===== config.mk =====
export PLATFORM = sky130hd
export DESIGN_NAME = seq_comparator
export DESIGN_NICKNAME = d
export VERILOG_FILES = /design/src/rtl/cmp_pkg.sv /design/src/rtl/digit_cmp.sv /design/src/rtl/seq_comparator.sv
export SDC_FILE = /design/constraint.sdc
export NUM_CORES = 1
export LEC_CHECK = 0
export BUFFER_PORTS_ARGS = -buffer_cell sky130_fd_sc_hd__buf_2
export CAP_MARGIN = 20
export CORE_MARGIN = 1
export CORE_UTILIZATION = 54
export DETAILED_ROUTE_END_ITERATION = 12
export PLACE_DENSITY = 0.79
export SETUP_SLACK_MARGIN = 0.5
export SYNTH_ARGS = -nofsm -noshare
export SYNTH_HDL_FRONTEND = slang
export SYNTH_SLANG_ARGS = --single-unit

===== constraint.sdc =====
create_clock -name clk -period 2.5 [get_ports clk]
set_clock_uncertainty 0.15 [all_clocks]
set_input_delay 0.375 -clock clk [delete_from_list [all_inputs] [get_ports clk]]
set_output_delay 0.375 -clock clk [all_outputs]
set_load 0.1 [all_outputs]

===== src/rtl/cmp_pkg.sv =====
// Shared types for the sequential magnitude comparator: predicate encoding,
// FSM states and the predicate-selection helper.
package cmp_pkg;

  typedef enum logic [1:0] {
    CMP_EQ = 2'b00,
    CMP_NE = 2'b01,
    CMP_LT = 2'b10,
    CMP_GE = 2'b11
  } cmp_op_e;

  typedef enum logic [1:0] {
    ST_IDLE = 2'b00,
    ST_BUSY = 2'b01,
    ST_DONE = 2'b10
  } state_e;

  // Maps the magnitude flags onto the requested predicate.
  function automatic logic cmp_pred(cmp_op_e op, logic lt, logic eq);
    logic r;
    case (op)
      CMP_EQ:  r = eq;
      CMP_NE:  r = !eq;
      CMP_LT:  r = lt;
      default: r = !lt;
    endcase
    return r;
  endfunction

endpackage


===== src/rtl/digit_cmp.sv =====
// Unsigned magnitude compare of one DIGIT-bit chunk; purely combinational.
module digit_cmp #(
  parameter int DIGIT = 4
) (
  input  logic [DIGIT-1:0] a,
  input  logic [DIGIT-1:0] b,
  output logic             lt,
  output logic             gt,
  output logic             eq
);

  assign lt = (a < b);
  assign gt = (a > b);
  assign eq = (a == b);

endmodule


===== src/rtl/seq_comparator.sv =====
// Digit-serial magnitude comparator. Operands are latched on accept and
// compared one DIGIT-bit chunk per cycle from the MSB end, stopping at the
// first differing chunk. Signed compares are turned into unsigned ones by
// flipping both sign bits at latch time.
//
// state   | meaning
// IDLE    | waiting for a request, in_ready high
// BUSY    | comparing the top chunk of the shift registers
// DONE    | result presented, waiting for out_ready
module seq_comparator
  import cmp_pkg::*;
#(
  parameter int WIDTH = 16,
  parameter int DIGIT = 4
) (
  input  logic             clk,
  input  logic             rst,
  input  logic             in_valid,
  output logic             in_ready,
  input  logic [WIDTH-1:0] op_a,
  input  logic [WIDTH-1:0] op_b,
  input  logic             signed_mode,
  input  logic [1:0]       cmp_op,
  output logic             out_valid,
  input  logic             out_ready,
  output logic             lt,
  output logic             gt,
  output logic             eq,
  output logic             result
);

  localparam int N  = WIDTH / DIGIT;
  localparam int CW = $clog2(N + 1);

  if (WIDTH % DIGIT != 0) begin : g_bad_width
    $error("seq_comparator: WIDTH must be a multiple of DIGIT");
  end

  state_e           state_q, state_d;
  logic [WIDTH-1:0] a_q, a_d;
  logic [WIDTH-1:0] b_q, b_d;
  logic [CW-1:0]    cnt_q, cnt_d;
  cmp_op_e          cmp_op_q, cmp_op_d;
  logic             lt_q, lt_d;
  logic             gt_q, gt_d;
  logic             eq_q, eq_d;

  logic             d_lt, d_gt, d_eq;

  digit_cmp #(.DIGIT(DIGIT)) u_digit_cmp (
    .a  (a_q[WIDTH-1 -: DIGIT]),
    .b  (b_q[WIDTH-1 -: DIGIT]),
    .lt (d_lt),
    .gt (d_gt),
    .eq (d_eq)
  );

  // Next-state, datapath shift and flag capture.
  always_comb begin
    state_d  = state_q;
    a_d      = a_q;
    b_d      = b_q;
    cnt_d    = cnt_q;
    cmp_op_d = cmp_op_q;
    lt_d     = lt_q;
    gt_d     = gt_q;
    eq_d     = eq_q;
    case (state_q)
      ST_IDLE: begin
        if (in_valid) begin
          a_d      = op_a ^ {signed_mode, {(WIDTH-1){1'b0}}};
          b_d      = op_b ^ {signed_mode, {(WIDTH-1){1'b0}}};
          cmp_op_d = cmp_op_e'(cmp_op);
          cnt_d    = '0;
          lt_d     = 1'b0;
          gt_d     = 1'b0;
          eq_d     = 1'b0;
          state_d  = ST_BUSY;
        end
      end
      ST_BUSY: begin
        if (d_lt) begin
          lt_d    = 1'b1;
          state_d = ST_DONE;
        end else if (d_gt) begin
          gt_d    = 1'b1;
          state_d = ST_DONE;
        end else begin
          a_d = a_q << DIGIT;
          b_d = b_q << DIGIT;
          // d_eq holds here; the last chunk matching means full equality
          if (d_eq && cnt_q == CW'(N - 1)) begin
            eq_d    = 1'b1;
            state_d = ST_DONE;
          end else begin
            cnt_d = cnt_q + CW'(1);
          end
        end
      end
      ST_DONE: begin
        if (out_ready) begin
          lt_d    = 1'b0;
          gt_d    = 1'b0;
          eq_d    = 1'b0;
          state_d = ST_IDLE;
        end
      end
      default: state_d = ST_IDLE;
    endcase
  end

  // State and datapath registers with synchronous reset.
  always_ff @(posedge clk) begin
    if (rst) begin
      state_q  <= ST_IDLE;
      a_q      <= '0;
      b_q      <= '0;
      cnt_q    <= '0;
      cmp_op_q <= CMP_EQ;
      lt_q     <= 1'b0;
      gt_q     <= 1'b0;
      eq_q     <= 1'b0;
    end else begin
      state_q  <= state_d;
      a_q      <= a_d;
      b_q      <= b_d;
      cnt_q    <= cnt_d;
      cmp_op_q <= cmp_op_d;
      lt_q     <= lt_d;
      gt_q     <= gt_d;
      eq_q     <= eq_d;
    end
  end

  assign in_ready  = (state_q == ST_IDLE) && !rst;
  assign out_valid = (state_q == ST_DONE);
  assign lt        = lt_q;
  assign gt        = gt_q;
  assign eq        = eq_q;
  // NE/GE would read 1 with all flags clear, so gate by DONE
  assign result    = out_valid && cmp_pred(cmp_op_q, lt_q, eq_q);

endmodule


# Word level (Yosys, flattened, before mapping)
# Index checks and enable logic that the tools add are counted.
[classes]
muxes = 31
n_bitwise = 2
eq_ne = 15
order_cmp = 2
n_reduce_logical = 17
add_sub_neg = 1
[op_table]
columns = ["cell", "count"]
rows = [
  ["2-to-1 mux 16 bit", 6],
  ["case mux 16 bit (2 select lines)", 2],
  ["XOR 16 bit", 2],
  ["inequality test 2 bit, second input constant", 7],
  ["2-to-1 mux 3 bit", 4],
  ["case mux 1 bit (3 select lines)", 4],
  ["2-to-1 mux 2 bit", 5],
  ["AND reduction 5 bit", 2],
  ["2-to-1 mux 1 bit", 8],
  ["AND reduction 4 bit", 2],
  ["case mux 2 bit (3 select lines)", 1],
  ["case mux 3 bit (2 select lines)", 1],
  ["AND reduction 6 bit", 1],
  ["== test 2 x 1 -> 1 bit, second input constant", 2],
  ["== test 2 bit, second input constant", 2],
  ["== test 4 bit", 1],
  ["> comparator 4 bit", 1],
  ["zero test 2 bit", 2],
  ["< comparator 4 bit", 1],
  ["inequality test 4 bit, second input constant", 1],
  ["adder 3 x 1 -> 3 bit, second input constant", 1],
  ["== test 3 x 2 -> 1 bit, second input constant", 1],
  ["logical AND 1 bit", 3],
  ["zero test 1 bit", 3],
  ["other kinds (5)", 5],
]
[totals]
ff_bits = 42
inputBits = 39
elab_cells = 76
out_inout_bits = 6

# Depth between registers and ports, before layout
[depth]
ltp_word = 6
depth_mapped = 8

# By module
# A second synthesis with hierarchy kept.
[unflattened]
hier_cells = 258
hier_area_um2 = 2259.7
[by_module_without_submodules]
columns = ["module", "area_per_inst_um2", "cells_per_inst", "seq_area_each_um2", "n_inst"]
rows = [
  ["seq_comparator", 2130.8, 242, 840.8, 1],
  ["digit_cmp", 128.9, 16, 0.0, 1],
]

# Worst setup path before layout
# OpenSTA, ideal clock, no wires.
[synth_timing]
path_kind = "register -> output"
from = "reg state_q[1]"
to = "out result"
path_stages_with_launch = 4
setup_slack_ns = -0.849
arrival_ns = 2.824
path_buffers = 1
path_cell_list = "dfxtp_1 > buf_2 > nor2b_1 > and2_1"
[synth_between]
elab_chain_cells = 2
[synth_rtl]
columns = ["item", "line", "text"]
rows = [
  ["start: declaration", "seq_comparator.sv:39", "state_e state_q, state_d;"],
  ["start signal: assignment", "seq_comparator.sv:124", "state_q <= state_d;"],
  ["== test 2 bit", "seq_comparator.sv:136", "assign out_valid = (state_q == ST_DONE);"],
  ["via out_valid", "seq_comparator.sv:24", "output logic out_valid,"],
  ["logical AND 1 bit", "seq_comparator.sv:141", "assign result = out_valid && cmp_pred(cmp_op_q, lt_q, eq_q);"],
  ["end: declaration", "seq_comparator.sv:29", "output logic result"],
]
# The timed path passes the listed nets, and every way through them passes these cells.

# Worst setup path after layout
[layout_timing]
from = "reg b_q[13]"
to = "reg b_q[8]"
[layout_between]
elab_chain_cells = 3
word_cells_on_any_way = 5
[layout_rtl]
columns = ["item", "line", "text"]
rows = [
  ["start: declaration", "seq_comparator.sv:41", "logic [WIDTH-1:0] b_q, b_d;"],
  ["start signal: assignment", "seq_comparator.sv:117", "b_q <= '0;"],
  ["start signal: assignment", "seq_comparator.sv:126", "b_q <= b_d;"],
  ["> comparator 4 bit or < comparator 4 bit (tied branches)", "digit_cmp.sv:13, digit_cmp.sv:12", ""],
  ["inequality test 2 bit (no line)", "--", ""],
  ["AND reduction 4 bit (no line) *", "--", ""],
]
# Every way passes the cells marked *; elsewhere a longest branch is shown, timed or not.
# A chain may end at the register's enable or synchronous reset.

==> impl_metrics.csv <==
group,metric,value,unit
outcome,status,"finished clean",
timing,hold-worst-slack,0.130,ns
timing,period_share,79.8,%
route,wl_per_cell,16.4,um
synthesis,synth_fp_nets,263,
grt,grt_overflow_total,0,
timing,setup_viol,0,
worst_setup_path,crit_type,"reg2reg",
die,die_y,64.0,um
synthesis,ys_ff_latch,42,
die,fp-row-count,22,
power,power.density,867,nW/um^2
timing,finalHoldViolCount,0,
final_layout,fillers,322,
timing,worst_pin_slew,0.505,ns
die,ios,45,
final_layout,fin_nets,304,
route,via_per_inst,6.15,
worst_setup_path,worstSetupEndpointType,"flip-flop",
place,port_buffers,44,
power,p_leak,1.03,nW
worst_setup_path,crit-reg2reg-launch,"b_q[13]",
synthesis,synthesis.area,2080,sq um
worst_hold_path,hold_depth,2,
route,route.vias.total,1895,
grt,grt_max_degree,25,
cts,clk_pin_slew_worst_paths,0.08,ns
worst_setup_path,critPathArrivalTime,2.03,ns
worst_setup_path,crit_slowest_cell,"or4b_4",
cts,cts_inserted_buffers,5,
worst_setup_path,startpoint_type,"flip-flop",
die,initial_core_util,56.3,%
place,place_inst,297,
grt,grt_pass1_vias,1851,
route,routed_wl,5050,um
synthesis,synth_cell_type_count,42,
route,first_iter_violations,121,
route,drt_first_pass_iters,4,
synthesis,ys.flop_type,"dfxtp_1",
worst_setup_path,r2r_slack,0.50,ns
grt,grt_pass1_wl,8360,um
timing,clock.fmax,0.501,GHz
cts,clock_latency,0.30,ns
cts,h-tree-depth,2,
final_layout,syn_to_final_growth,21.2,%
die,core,3690,sq um
synthesis,async_flop_share,0,%
worst_hold_path,hp-start,"op_b[1]",
timing,slew_viol_final,0,
cts,cts-root-buf,"clkbuf_8",
die,dieArea,4100,sq um
flow_run,max-cap-violations,0,
synthesis,syn_area_per_cell,9.53,sq um
worst_setup_path,path_cells,"inv_1, ha_1, or4b_4, nand2_8, mux2i_1, o22ai_1",
timing,period_minus_slack,2.00,ns
final_layout,layout.cells.non_filler,308,
worst_hold_path,hold_class,"in2reg",
timing,relSlewSlack,66.3,%
final_layout,final_util,68.3,%
final_layout,antenna_cells,0,
cts,cts_tree,"built",
place,gp_congestion,0.883,
synthesis,ys_warn_count,0,
cts,clock_path_buffers,2,
power,ir_drop,0.476,mV
route,drc,0,
route,route.antenna.remaining_nets,0,
die,fp.dieW,64.0,um
grt,gr-usage-all-layers,26.6,%
timing,fin_setup_tns,0,ns
place,hpwl,3380,um
worst_setup_path,critPathMaxFanout,8,
worst_setup_path,required,2.53,ns
worst_setup_path,slowest_delay,0.62,ns
worst_hold_path,min_to,"b_q[1]",
worst_setup_path,reg2reg_depth,6,
synthesis,yosysSeqAreaShare,40.5,%
final_layout,drive_above_1_share,31.2,%
synthesis,synth_edf_count,0,
timing,rsz0062_at_grt,"yes",
synthesis,synth_cells,218,
grt,antenna_found_initial,0,
cts,cts.sinks,42,
worst_setup_path,r2r-end,"b_q[8]",
cell type report:
cell class | count | area [sq um] | share of cell area, %
clock buffers | 6 | 72.6 | 2.88
inverters | 6 | 22.5 | 0.894
repair buffers | 52 | 289 | 11.5
flip-flops and latches | 42 | 847 | 33.6
well taps | 48 | 60.1 | 2.38
clock inverters | 2 | 37.5 | 1.49
multi-input cells | 152 | 1190 | 47.2
cell families (layout without fill, tap and decap cells):
kind of cell / count (synthesis) / after routing / share of synthesized area [%]
flip-flops: 42 / 42 / 40.5
buffers and inverters: 25 / 66 / 6.08
AND/OR/NAND/NOR: 46 / 47 / 13.6
XOR/XNOR: 3 / 3 / 1.26
adder cells (fa/ha/maj): 6 / 6 / 3.61
multiplexers: 19 / 19 / 9.15
AO/OA/AOI/OAI: 77 / 77 / 25.8
critical path, delay by kind of cell (launching register included):
family | cells | cell delay [ns]
flip-flops | 1 | 0.34
AND/OR/NAND/NOR | 2 | 0.78
AO/OA/AOI/OAI | 1 | 0.11
buffers and inverters | 1 | 0.06
multiplexers | 1 | 0.21
adder cells (fa/ha/maj) | 1 | 0.23
flip-flops by register name, summed over array words and instances (netlist names):
name      count
a_q          16
b_q          16
cmp_op_q      2
cnt_q         3
eq            1
gt            1
lt            1
state_q       2
placed cells by master, fill, tap and decap left out, types with 3 or more instances in the layout:
master | synthesis | routed
nor2_1 | 11 | 11
dfxtp_2 | 0 | 5
mux2i_1 | 19 | 19
dfxtp_1 | 42 | 37
a21oi_1 | 15 | 14
nand2_1 | 8 | 8
xnor2_1 | 3 | 3
a22oi_1 | 19 | 19
a221o_1 | 3 | 3
o22ai_1 | 20 | 19
inv_1 | 6 | 6
a22o_1 | 8 | 8
buf_2 | 7 | 42
and3_1 | 3 | 3
nor2b_1 | 4 | 3
buf_4 | 0 | 9
ha_1 | 6 | 4
clkbuf_8 | 0 | 5
worst max-delay path by stage:
stage / startpoint / slack, ns / to / cells past startpoint
2_1_floorplan: rst / 0.50 / in_ready / 3
3_3_place_gp: b_q[13] / 0.13 / b_q[12] / 6
3_5_place_dp: b_q[13] / 0.05 / a_q[14] / 6
4_1_cts: b_q[15] / 0.50 / b_q[12] / 6
5_1_grt: b_q[14] / 0.44 / state_q[0] / 6
6_report: b_q[13] / 0.50 / b_q[8] / 6
metrics by stage:
step	power (mW)	cell area, sq um	worst slack [ns]
2_1_floorplan	1.45	2110	0.503
3_3_place_gp	1.55	2330	0.126
3_5_place_dp	1.56	2330	0.0480
5_1_grt	2.29	2520	0.445
6_report	2.18	2520	0.504
4_1_cts	2.11	2460	0.502
power breakdown:
| part | leakage, nW | switching, mW | total, mW | internal (mW) |
|---|---|---|---|---|
| sequential | 0.346 | 0.0715 | 0.823 | 0.751 |
| combinational | 0.635 | 0.490 | 0.824 | 0.334 |
| clock | 0.0514 | 0.239 | 0.537 | 0.298 |
| total | 1.03 | 0.800 | 2.18 | 1.38 |
what timing repair did:
item | CTS | global route
setup endpoints to repair | 14 | 33
pin swaps | 0 | 3
setup buffers | 0 | 2
resized for setup | 6 | 8
hold buffers | 0 | 0
cloned | 0 | 1
per-layer routing:
| layer | share of wire (%) | global-route usage [%] | vias up |
|---|---|---|---|
| li1 | - | - | 910 |
| met1 | 46 | 34.0 | 905 |
| met2 | 47 | 43.4 | 69 |
| met3 | 5.7 | 4.64 | 11 |
| met4 | 2.0 | 12.8 | 0 |
| met5 | 0 | 0 | - |
synth_stat cells, types with 2 or more instances:
library cell | count | area share (%)
a211o_1 | 2 | 0.84
a21oi_1 | 15 | 3.6
a221o_1 | 3 | 1.4
a22o_1 | 8 | 3.4
a22oi_1 | 19 | 6.9
and3_1 | 3 | 0.90
buf_2 | 7 | 1.7
clkbuf_1 | 9 | 1.6
dfxtp_1 | 42 | 40
ha_1 | 6 | 3.6
inv_1 | 6 | 1.1
mux2i_1 | 19 | 9.2
nand2_1 | 8 | 1.4
nand2b_1 | 2 | 0.60
nand3b_1 | 2 | 0.72
nor2_1 | 11 | 2.0
nor2b_1 | 4 | 1.2
nor3_1 | 3 | 0.72
o21ai_1 | 2 | 0.48
o22ai_1 | 20 | 6.0
o311ai_0 | 2 | 0.84
o41ai_1 | 2 | 0.84
or2_2 | 2 | 0.60
xnor2_1 | 3 | 1.3
No activity file was read; power rests on OpenSTA's default activity.
